## config.mk

```make
export PLATFORM = sky130hd
export DESIGN_NAME = block_idx_fetch
export DESIGN_NICKNAME = d
export VERILOG_FILES = /design/src/rtl/block_idx_fetch.sv
export SDC_FILE = /design/constraint.sdc
export NUM_CORES = 1
export LEC_CHECK = 0
export ABC_AREA = 1
export ABC_CLOCK_PERIOD_IN_PS = 7500
export CAP_MARGIN = 0
export CORE_UTILIZATION = 40
export CTS_BUF_LIST = sky130_fd_sc_hd__clkbuf_8
export CTS_CLUSTER_SIZE = 16
export DETAILED_ROUTE_END_ITERATION = 6
export PLACE_DENSITY = 0.65
export SLEW_MARGIN = 20
export SYNTH_ARGS = -nofsm -noshare
export SYNTH_HDL_FRONTEND = slang
export SYNTH_SLANG_ARGS = --single-unit
export TNS_END_PERCENT = 1
```

## constraint.sdc

```tcl
create_clock -name clk -period 7.5 [get_ports clk]
set_input_delay 1.5 -clock clk [delete_from_list [all_inputs] [get_ports clk]]
set_output_delay 1.5 -clock clk [all_outputs]
set_load 0.05 [all_outputs]
```

## src/rtl/block_idx_fetch.sv

```systemverilog
// ---------------------------------------------------------------------------
// block_idx_fetch
//
// Read-side sequencer for the block index bank. A start command loads a base
// address and a word count; the block then streams that contiguous run of
// block-index words out of the bank and hands them to the PE-cluster
// dispatch logic through a 2-entry first-word-fall-through FIFO. The FIFO
// absorbs the bank's one-cycle read latency.
//
// Ports
//   clk, rst_n               clock, synchronous active-low reset
//   start                    one-cycle command pulse (honoured only in IDLE)
//   base_addr, num_blocks    run description, sampled with start
//   spi_wen_block_bank_sync  SPI owns the bank port; no reads may issue
//   ren_block_idx_bank       bank read enable
//   raddr_block_idx_bank     bank read address
//   block_idx_data           bank read data (valid the cycle after ren)
//   blk_valid/blk_data/blk_last/blk_ready  output word stream
//   busy                     high while fetching or draining
//   done                     one-cycle completion pulse
//   dbg_state                current FSM state, for observation only
//
// Handshake: a word transfers in every cycle where blk_valid && blk_ready.
// While blk_valid is high and blk_ready is low, blk_data and blk_last hold.
// blk_valid never depends on blk_ready.
// ---------------------------------------------------------------------------
module block_idx_fetch #(
    parameter int  N_PE_CLUSTER     = 20,
    parameter int  DEPTH_BLOCK_BANK = 2048,
    localparam int AW               = $clog2(DEPTH_BLOCK_BANK)
) (
    input  logic                    clk,
    input  logic                    rst_n,
    input  logic                    start,
    input  logic [AW-1:0]           base_addr,
    input  logic [AW:0]             num_blocks,
    input  logic                    spi_wen_block_bank_sync,
    output logic                    ren_block_idx_bank,
    output logic [AW-1:0]           raddr_block_idx_bank,
    input  logic [N_PE_CLUSTER-1:0] block_idx_data,
    output logic                    blk_valid,
    output logic [N_PE_CLUSTER-1:0] blk_data,
    output logic                    blk_last,
    input  logic                    blk_ready,
    output logic                    busy,
    output logic                    done,
    output logic [1:0]              dbg_state
);

    typedef enum logic [1:0] {
        S_IDLE  = 2'd0,
        S_FETCH = 2'd1,
        S_DRAIN = 2'd2,
        S_DONE  = 2'd3
    } state_t;

    localparam logic [AW-1:0] ADDR_ONE = AW'(1);
    localparam logic [AW:0]   REM_ONE  = (AW + 1)'(1);

    state_t                  state;
    state_t                  next_state;
    logic [AW-1:0]           addr;
    logic [AW:0]             remaining;
    logic                    inflight;
    logic                    inflight_last;
    logic                    run_empty;
    logic                    done_q;

    // FIFO entry = {last flag, word}
    logic [N_PE_CLUSTER:0]   fifo_mem [2];
    logic                    wr_ptr;
    logic                    rd_ptr;
    logic [1:0]              fifo_count;
    logic [N_PE_CLUSTER:0]   head;

    logic                    pop;
    logic                    push;
    logic                    issue;
    logic [2:0]              occ;

    // ---------------------------------------------------------------------
    // Issue decision. Occupancy counts words already buffered plus the read
    // currently in flight, minus the word leaving this cycle; a new read is
    // only allowed when that leaves room for its data two cycles on.
    // ---------------------------------------------------------------------
    always_comb begin
        head  = fifo_mem[rd_ptr];
        pop   = (fifo_count != 2'd0) && blk_ready;
        push  = inflight;
        occ   = {1'b0, fifo_count} + {2'b00, inflight} - {2'b00, pop};
        issue = (state == S_FETCH) && (remaining != '0) &&
                !spi_wen_block_bank_sync && (occ < 3'd2);
    end

    // ---------------------------------------------------------------------
    // Next-state logic
    // ---------------------------------------------------------------------
    always_comb begin
        next_state = state;
        case (state)
            S_IDLE: begin
                if (start) begin
                    next_state = (num_blocks == '0) ? S_DONE : S_FETCH;
                end
            end
            S_FETCH: begin
                if (issue && (remaining == REM_ONE)) begin
                    next_state = S_DRAIN;
                end
            end
            S_DRAIN: begin
                // The flagged word is the final one, so once it leaves
                // the FIFO is empty and nothing remains in flight.
                if (pop && head[N_PE_CLUSTER]) begin
                    next_state = S_DONE;
                end
            end
            S_DONE: begin
                next_state = S_IDLE;
            end
            default: begin
                next_state = S_IDLE;
            end
        endcase
    end

    // ---------------------------------------------------------------------
    // State, run counters and read pipeline
    // ---------------------------------------------------------------------
    always_ff @(posedge clk) begin
        if (!rst_n) begin
            state         <= S_IDLE;
            addr          <= '0;
            remaining     <= '0;
            inflight      <= 1'b0;
            inflight_last <= 1'b0;
            run_empty     <= 1'b0;
            done_q        <= 1'b0;
        end else begin
            state    <= next_state;
            inflight <= issue;
            if (issue) begin
                inflight_last <= (remaining == REM_ONE);
            end

            if ((state == S_IDLE) && start) begin
                addr      <= base_addr;
                remaining <= num_blocks;
                run_empty <= (num_blocks == '0);
            end else if (issue) begin
                addr      <= addr + ADDR_ONE;   // power-of-two depth: natural wrap
                remaining <= remaining - REM_ONE;
            end

            // A real run signals completion the cycle after its last word
            // leaves; an empty run signals it on the way out of DONE.
            done_q <= ((state == S_DRAIN) && pop && head[N_PE_CLUSTER]) ||
                      ((state == S_DONE) && run_empty);
        end
    end

    // ---------------------------------------------------------------------
    // 2-entry FWFT FIFO. Capture only when a read was issued last cycle;
    // otherwise the bank output is stale.
    // ---------------------------------------------------------------------
    always_ff @(posedge clk) begin
        if (!rst_n) begin
            for (int i = 0; i < 2; i++) begin
                fifo_mem[i] <= '0;
            end
            wr_ptr     <= 1'b0;
            rd_ptr     <= 1'b0;
            fifo_count <= 2'd0;
        end else begin
            if (push) begin
                fifo_mem[wr_ptr] <= {inflight_last, block_idx_data};
                wr_ptr           <= ~wr_ptr;
            end
            if (pop) begin
                rd_ptr <= ~rd_ptr;
            end
            fifo_count <= fifo_count + {1'b0, push} - {1'b0, pop};
        end
    end

    // ---------------------------------------------------------------------
    // Outputs
    // ---------------------------------------------------------------------
    always_comb begin
        ren_block_idx_bank   = issue;
        raddr_block_idx_bank = addr;
        blk_valid            = (fifo_count != 2'd0);
        blk_data             = head[N_PE_CLUSTER-1:0];
        blk_last             = blk_valid && head[N_PE_CLUSTER];
        busy                 = (state == S_FETCH) || (state == S_DRAIN);
        done                 = done_q;
        dbg_state            = state;
    end

endmodule

```

==> impl_metrics.py, run 1 <==
metrics = {
    "die": {
        "fp.dieW_um": 103,
        "die-area_sq_mm": 0.0105,
        "ios": 86,
        "rows": 36,
        "die_h_um": 103,
        "start_util": 0.414,
        "coreArea_sq_mm": 0.00977,
    },
    "cts": {
        "hold_buffers": 0,
        "clock_sinks": 76,
        "post_cts_buffers": 0,
        "clockBufferDepth": 2,
        "cts_resized": 0,
        "htreeDepth": 3,
        "cts_tree": "built",
        "insertion_delay_ns": 0.34,
        "cts_root_buffer": "clkbuf_8",
        "cts_buffers": 9,
        "clkSlewWorstSetupHoldPaths_ns": 0.08,
    },
    "sta": {
        "rsz0062_at_grt": "false",
        "fin_worst_skew_ns": 0.00955,
        "period_share": 0.814,
        "timing.fmax_ghz": 0.164,
        "finalMaxSlewViolations": 0,
        "min_period_ns": 6.10,
        "worst_slew_pin_slew_ns": 1.01,
        "setup-violations-final": 0,
        "finalHoldViolCount": 0,
        "setup_tns_ns": 0,
        "slew-limit-headroom": 0.323,
        "layout_setup_ws_ns": 1.40,
    },
    "worst_setup_path": {
        "end_kind": "output pin",
        "r2r_cells": 13,
        "crit_path_max_incr_delay_ns": 0.80,
        "crit_path_end": "ren_block_idx_bank",
        "critPathKind": "input port to output pin",
        "rrSetupSlack_ns": 4.81,
        "path_buf_inv": 5,
        "worstPathCellList": "clkdlybuf4s50_1, inv_1, nor2_2, nand2_1, o21ai_0, ha_1, fa_1, inv_1, nand3_1, nor2_4, nand2_8, inv_1, clkdlybuf4s50_1",
        "cpMaxStageDelayCell": "clkdlybuf4s50_1",
        "cp_max_fo": 24,
        "startpoint_type": "input port",
        "path_depth": 13,
        "cpMostUsedCell": "inv_1",
        "r2r_start": "fifo_count[1]$_SDFF_PN0_",
        "cp.arrival_ns": 4.60,
        "critPathRequiredTime_ns": 6.00,
        "worstReg2RegEnd": "remaining[8]$_SDFFE_PN0P_",
        "critPathLaunch": "blk_ready",
        "cp_top_family": "buffers and inverters",
    },
    "placed_design": {
        "hpwlAfterDp_um": 6170,
        "numPortBuffers": 85,
        "gp_congestion": 0.856,
        "preCtsSetupSlack_ns": 1.41,
    },
    "synth": {
        "synth_top_cell_area_share": 0.311,
        "yosys.area.top_type": "edfxtp_1",
        "netlist_top_cells_area": "edfxtp_1, dfxtp_1, nand2_1",
        "synth_cell_types": 37,
        "synth-seq-area-share": 0.479,
        "synth_nets": 547,
        "ys_ff_latch": 76,
        "syn_inst": 488,
        "ys_warn_count": 0,
        "netlist_area_sq_mm": 0.00405,
        "avgSynthCellArea_sq_um": 8.30,
    },
    "pwr": {
        "ir_drop_mv": 0.136,
        "p_leak_nw": 2.15,
        "p_per_area_mw_per_mm2": 361,
    },
    "job": {
        "max-cap-violations": 0,
    },
    "cells_and_area": {
        "layout_commonest_cell": "nand2_1",
        "final_cell_mix": "nand2_1, clkdlybuf4s50_1, nor2_1",
        "layout-drive-gt1-share": 0.0958,
        "antenna_cells": 0,
        "multi_input_area_sq_mm": 0.00177,
        "fillers": 936,
        "area_delta_synth_final_pct": 27.8,
        "regArea_sq_mm": 0.00194,
        "fin_nets": 628,
    },
    "global_route": {
        "grt_pass1_vias": 3298,
        "gr-usage-all-layers": 0.182,
        "grt_start_max_net_pins": 40,
        "globalRouteOverflowTotal": 0,
        "antenna_found_initial": 0,
        "grt_first_pass_wirelength_um": 14900,
    },
    "route": {
        "ant_nets": 0,
        "drt_first_iter_violations": 137,
        "first_pass_iters": 6,
        "viasPerCell": 4.83,
        "vias": 3412,
        "drc": 0,
        "routedWlPerCell_um": 12.7,
        "wirelength_um": 8980,
    },
    "worst_hold_path": {
        "hp-class": "flop to flop",
    },
    "outcome": {
        "outcome": "completed",
    },
}
worst min path at each step:
| stage | slack, ns | from | end | depth (start not counted) |
|---|---|---|---|---|
| floorplan | 0.43 | rd_ptr$_SDFFE_PN0P_ | flop | 1 |
| global placement | 0.44 | rd_ptr$_SDFFE_PN0P_ | flop | 1 |
| detailed placement | 0.44 | rd_ptr$_SDFFE_PN0P_ | flop | 1 |
| CTS | 0.46 | rd_ptr$_SDFFE_PN0P_ | rd_ptr$_SDFFE_PN0P_ | 1 |
| global route | 0.48 | inflight_last$_SDFFE_PN0P_ | inflight_last$_SDFFE_PN0P_ | 2 |
| finish | 0.46 | rd_ptr$_SDFFE_PN0P_ | rd_ptr$_SDFFE_PN0P_ | 1 |
final cells by class:
cell class | count | area share
multi-input combinational | 332 | 0.342
tap | 133 | 0.0321
sequential | 76 | 0.375
clock buffer | 9 | 0.0239
clock inverter | 7 | 0.0131
inverter | 62 | 0.0450
timing repair buffer | 88 | 0.169
worst reg2reg max path: cells and delay by family, from the launching register on:
family | cells | cell delay [ns]
AOI/OAI and AO/OA | 2 | 0.24
adders and majority gates | 2 | 0.63
buffers and inverters | 1 | 0.07
DFF | 1 | 0.37
and+or+nand+nor | 8 | 1.30
state kept, by name, summed over array words and instances, names as in the netlist, named ones only:
name                  cells
dbg_state                 2
done                      1
fifo_count                2
fifo_mem                 42
inflight                  1
inflight_last             1
raddr_block_idx_bank     11
rd_ptr                    1
remaining                12
run_empty                 1
wr_ptr                    1
power by group:
| part | switching (mW) | internal [mW] |
|---|---|---|
| Clock | 0.153 | 0.152 |
| Combinational | 0.614 | 0.346 |
| Sequential | 0.0883 | 0.516 |
synth_stat cells:
library cell	n
nand3b_1	2
nor3_2	1
buf_1	2
buf_12	1
xnor2_1	4
and3_1	1
inv_1	60
inv_2	2
edfxtp_1	42
nor2_2	4
buf_8	1
nor2_4	2
o21ai_1	1
dfxtp_1	34
nand2_8	1
a21oi_1	27
nand2_4	1
nand3_1	41
nand3_2	3
buf_6	1
ha_1	10
clkbuf_1	10
nor3_1	2
nand2_2	1
nand3_4	1
fa_1	1
o21bai_1	1
nand2_1	98
xor2_1	2
a22oi_1	1
o21ai_0	17
buf_2	3
nor3b_1	2
mux2_2	20
nand4_1	5
nor2_1	82
or2_2	1
stage by stage:
step / cell area [sq um] / hold slack (ns) / instances / power (mW) / util
after floorplan: 4050 / 0.426 / 488 / 1.34 / -
after global placement: 4980 / 0.438 / 691 / 1.56 / 0.510
after detailed placement: 4980 / 0.438 / 691 / 1.57 / 0.510
after CTS: 5180 / 0.456 / 707 / 1.88 / 0.530
after global routing: 5180 / 0.484 / 707 / 2.01 / 0.530
final: 5180 / 0.456 / 707 / 1.87 / 0.530
kinds of logic (layout without fill, tap and decap cells):
logic type               after synthesis  count (layout)  share of synthesized area
AO/OA/AOI/OAI                         47              47                     0.0593
AND/OR/NAND/NOR                      248             248                      0.273
buffers and inverters                 80             166                     0.0837
adder cells (fa/ha/maj)               11              11                     0.0358
XOR/XNOR                               6               6                     0.0130
flip-flops                            76              76                      0.479
multiplexers                          20              20                     0.0556
per-layer routing:
metal	up-vias	track usage	wire, um
li1	1738	-	-
met1	1580	0.218	4180
met2	90	0.325	4300
met3	4	0.0447	449
met4	0	0.0462	40
met5	-	0	0
(Power assumes the default switching activity.)
==> inputs of run 2 (changes only) <==
- ABC_CLOCK_PERIOD_IN_PS: 7500 -> 6100
- clock period: 7.5 -> 6.1 ns (I/O delays scaled with it)
==> impl_metrics.py, run 2 (same netlist as run 1, synthesis figures left out) <==
metrics = {
    "cells_and_area": {
        "regArea_sq_mm": 0.00194,
        "final_cell_mix": "nand2_1, clkdlybuf4s50_1, nor2_1",
        "fillers": 930,
        "fin_nets": 627,
        "layout-drive-gt1-share": 0.0942,
        "multi_input_area_sq_mm": 0.00177,
        "largest_register_ffs": 42,
        "largest_register": "fifo_mem",
        "antenna_cells": 0,
        "design_area_sq_mm": 0.00518,
        "layout_commonest_cell": "nand2_1",
        "area_delta_synth_final_pct": 27.8,
    },
    "sta": {
        "holdWs_ns": 0.453,
        "min_period_ns": 5.56,
        "timing.fmax_ghz": 0.180,
        "finalMaxSlewViolations": 0,
        "fin_worst_skew_ns": 0.00610,
        "slew-limit-headroom": 0.340,
        "period_share": 0.911,
        "setup_tns_ns": 0,
        "worst_slew_pin_slew_ns": 0.987,
        "setup-violations-final": 0,
        "rsz0062_at_grt": "false",
        "finalHoldViolCount": 0,
    },
    "cts": {
        "clockBufferDepth": 2,
        "cts_buffers": 9,
        "post_cts_buffers": 0,
        "cts_resized": 0,
        "insertion_delay_ns": 0.35,
        "cts_tree": "built",
        "hold_buffers": 0,
        "clkSlewWorstSetupHoldPaths_ns": 0.08,
        "clock_sinks": 76,
        "cts_root_buffer": "clkbuf_8",
        "htreeDepth": 3,
    },
    "die": {
        "coreArea_sq_mm": 0.00977,
        "die_h_um": 103,
        "rows": 36,
        "fp.dieW_um": 103,
        "start_util": 0.414,
        "ios": 86,
        "die-area_sq_mm": 0.0105,
    },
    "route": {
        "first_pass_iters": 4,
        "drt_first_iter_violations": 118,
        "routedWlPerCell_um": 12.5,
        "drc": 0,
        "wirelength_um": 8860,
        "ant_nets": 0,
        "viasPerCell": 4.81,
        "vias": 3399,
    },
    "worst_setup_path": {
        "r2r_start": "fifo_count[1]$_SDFF_PN0_",
        "crit_path_end": "ren_block_idx_bank",
        "startpoint_type": "input port",
        "cp_max_fo": 24,
        "cp.arrival_ns": 4.34,
        "r2r_cells": 13,
        "critPathLaunch": "blk_ready",
        "end_kind": "output pin",
        "critPathKind": "input port to output pin",
        "rrSetupSlack_ns": 3.42,
        "worstReg2RegEnd": "raddr_block_idx_bank[1]$_SDFFE_PN0P_",
        "critPathRequiredTime_ns": 4.88,
    },
    "pwr": {
        "p_leak_nw": 2.16,
        "ir_drop_mv": 0.149,
        "p_per_area_mw_per_mm2": 446,
        "power_mw": 2.31,
    },
    "placed_design": {
        "numPortBuffers": 85,
        "postPlaceCellArea_sq_mm": 0.00498,
        "hpwlAfterDp_um": 6130,
        "gp_congestion": 0.846,
    },
    "global_route": {
        "globalRouteOverflowTotal": 0,
        "grt_pass1_vias": 3158,
        "antenna_found_initial": 0,
        "grt_start_max_net_pins": 40,
        "grt_first_pass_wirelength_um": 14200,
        "gr-usage-all-layers": 0.175,
    },
    "outcome": {
        "outcome": "completed",
    },
    "job": {
        "max-cap-violations": 0,
    },
    "worst_hold_path": {
        "hp-class": "flop to flop",
    },
}
run 2: cell count changes in the layout (fill, tap and decap cells not counted):
cell,before,now
clkinv_2,1,0
buf_4,3,2
clkinvlp_2,1,0
inv_6,0,1
clkinvlp_4,2,1
clkinv_4,1,3
run 2: cell type report:
cell class                      count  share of cell area
Clock buffer                        9              0.0239
Timing Repair Buffer               87               0.167
Tap cell                          133              0.0321
Clock inverter                      7              0.0147
Multi-Input combinational cell    332               0.342
Inverter                           62              0.0449
Sequential cell                    76               0.375
run 2: worst min path at each step:
stage                              startpoint                  end  slack, ns  cells after the start
after detailed placement  rd_ptr$_SDFFE_PN0P_                 flop       0.44                      1
after floorplan           rd_ptr$_SDFFE_PN0P_                 flop       0.43                      1
final                     rd_ptr$_SDFFE_PN0P_                 flop       0.45                      1
after global routing      rd_ptr$_SDFFE_PN0P_                 flop       0.47                      1
after CTS                 rd_ptr$_SDFFE_PN0P_                 flop       0.45                      1
after global placement    rd_ptr$_SDFFE_PN0P_  rd_ptr$_SDFFE_PN0P_       0.44                      1
run 2: report_power, final:
part	switching, mW	leakage [nW]	total [mW]	internal, mW
Clock	0.195	0.0974	0.386	0.191
Combinational	0.756	1.35	1.18	0.425
Sequential	0.107	0.712	0.741	0.634
run 2: metrics by stage:
step,std cells,utilization,setup WS [ns]
final,706,0.530,0.543
after floorplan,488,-,1.74
after global routing,706,0.530,0.362
after global placement,690,0.509,0.647
after CTS,706,0.530,0.509
after detailed placement,690,0.509,0.528
run 2: critical path, cell delays in order:
cell             delay [ns]
clkdlybuf4s50_1        0.49
inv_1                  0.06
nor2_2                 0.21
nand2_1                0.12
o21ai_0                0.10
ha_1                   0.19
fa_1                   0.44
inv_1                  0.07
nand3_1                0.11
nor2_4                 0.26
nand2_8                0.17
inv_1                  0.09
clkdlybuf4s50_1        0.80
run 2: metal layers:
metal / vias to the layer above / share of wire / GRT usage
li1: 1739 / - / -
met1: 1542 / 0.46 / 0.215
met2: 107 / 0.47 / 0.302
met3: 11 / 0.057 / 0.0319
met4: 0 / 0.013 / 0.0747
met5: - / 0 / 0
==> inputs of run 3 (changes only) <==
- CORE_MARGIN: not set -> 2
- CTS_CLUSTER_SIZE: 16 -> not set
==> impl_metrics.py, run 3 (same netlist as run 1, synthesis figures left out) <==
metrics = {
    "die": {
        "coreArea_sq_mm": 0.00982,
        "fp.dieW_um": 105,
        "start_util": 0.413,
        "die-area_sq_mm": 0.0109,
        "ios": 86,
        "die_h_um": 105,
        "rows": 36,
    },
    "worst_setup_path": {
        "cpMostUsedCell": "inv_1",
        "cpMaxStageDelayCell": "clkdlybuf4s50_1",
        "critPathRequiredTime_ns": 4.88,
        "path_depth": 13,
        "critPathKind": "input port to output pin",
        "worstPathCellList": "clkdlybuf4s50_1, inv_1, nor2_2, nand2_1, o21ai_0, ha_1, fa_1, inv_1, nand3_1, nor2_4, nand2_8, inv_1, clkdlybuf4s50_1",
        "cp_max_fo": 24,
        "end_kind": "output pin",
        "crit_path_max_incr_delay_ns": 0.79,
        "path_buf_inv": 5,
        "cp_top_family": "buffers and inverters",
        "startpoint_type": "input port",
        "r2r_cells": 13,
        "cp.arrival_ns": 4.42,
    },
    "sta": {
        "holdWs_ns": 0.475,
        "setup_tns_ns": 0,
        "slew-limit-headroom": 0.337,
        "timing.fmax_ghz": 0.177,
        "setup-violations-final": 0,
        "min_period_ns": 5.64,
        "worst_slew_pin_slew_ns": 0.994,
        "finalMaxSlewViolations": 0,
        "finalHoldViolCount": 0,
        "fin_worst_skew_ns": 0.00910,
        "rsz0062_at_grt": "false",
        "period_share": 0.925,
    },
    "cts": {
        "cts_tree": "built",
        "clockBufferDepth": 2,
        "insertion_delay_ns": 0.34,
        "clock_sinks": 76,
        "clkSlewWorstSetupHoldPaths_ns": 0.07,
        "htreeDepth": 3,
        "post_cts_buffers": 0,
        "cts_buffers": 9,
        "cts_root_buffer": "clkbuf_8",
        "cts_resized": 0,
        "hold_buffers": 0,
    },
    "cells_and_area": {
        "largest_register": "fifo_mem",
        "layout-drive-gt1-share": 0.0909,
        "layout_commonest_cell": "nand2_1",
        "regArea_sq_mm": 0.00194,
        "fillers": 993,
        "fin_nets": 626,
        "fin_util": 0.525,
        "final_cell_mix": "nand2_1, clkdlybuf4s50_1, nor2_1",
        "area_delta_synth_final_pct": 27.4,
        "multi_input_area_sq_mm": 0.00177,
        "antenna_cells": 0,
        "largest_register_ffs": 42,
    },
    "route": {
        "routedWlPerCell_um": 13.0,
        "first_pass_iters": 6,
        "wirelength_um": 9140,
        "vias": 3388,
        "drt_first_iter_violations": 165,
        "viasPerCell": 4.81,
        "ant_nets": 0,
        "drc": 0,
    },
    "outcome": {
        "outcome": "completed",
    },
    "global_route": {
        "antenna_found_initial": 0,
        "grt_start_max_net_pins": 40,
        "globalRouteOverflowTotal": 0,
        "grt_first_pass_wirelength_um": 15000,
        "gr-usage-all-layers": 0.167,
        "grt_pass1_vias": 3219,
    },
    "worst_hold_path": {
        "hold-path-cell-count": 2,
        "hp-class": "flop to flop",
    },
    "pwr": {
        "p_leak_nw": 2.15,
        "ir_drop_mv": 0.172,
        "p_per_area_mw_per_mm2": 447,
    },
    "placed_design": {
        "numPortBuffers": 85,
        "gp_congestion": 0.787,
        "hpwlAfterDp_um": 6270,
    },
    "job": {
        "max-cap-violations": 0,
    },
}
run 3: cell types whose count changed in the layout (fill, tap and decap cells not counted):
cell / before / now
clkinvlp_4: 1 / 2
clkinv_4: 3 / 0
buf_4: 2 / 1
clkinv_1: 1 / 2
clkinv_2: 0 / 1
run 3: cell type report:
type / instances / share of cell area
multi-input cells: 332 / 0.343
well taps: 133 / 0.0323
clock buffers: 9 / 0.0240
flip-flops and latches: 76 / 0.376
clock inverters: 7 / 0.0129
inverters: 62 / 0.0451
repair buffers: 86 / 0.166
run 3: where the power goes:
part           internal (mW)  total [mW]  switching (mW)
registers              0.634       0.741           0.107
logic                  0.426        1.19           0.764
clock network          0.187       0.378           0.190
total                   1.25        2.31            1.06
run 3: path summary, 6_finish.rpt:
check,startpoint,to,slack [ns]
worst max-delay path,blk_ready,ren_block_idx_bank,0.46
worst max register to register,fifo_count[1]$_SDFF_PN0_,raddr_block_idx_bank[1]$_SDFFE_PN0P_,3.34
worst min register to register,inflight_last$_SDFFE_PN0P_,inflight_last$_SDFFE_PN0P_,0.47
worst min-delay path,inflight_last$_SDFFE_PN0P_,inflight_last$_SDFFE_PN0P_,0.47
run 3: metrics by stage:
stage	cell area, sq um	setup slack, ns	instances	power (mW)
after CTS	5160	0.460	705	2.33
final	5160	0.459	705	2.31
after detailed placement	4970	0.504	689	1.94
after global routing	5160	0.314	705	2.47
after global placement	4970	0.640	689	1.92
after floorplan	4050	1.74	488	1.65
run 3: tightest hold or removal path, stage by stage, from the launching register on:
cell,delay [ns]
dfxtp_1,0.32
nand2_1,0.06
a21oi_1,0.05
run 3: per-layer routing:
layer / vias to the layer above / track usage / wire (um)
met1: 1554 / 0.220 / 4260
met4: 0 / 0.0524 / 76
met5: - / 0 / 0
met3: 8 / 0.0262 / 391
li1: 1733 / - / -
met2: 93 / 0.282 / 4410
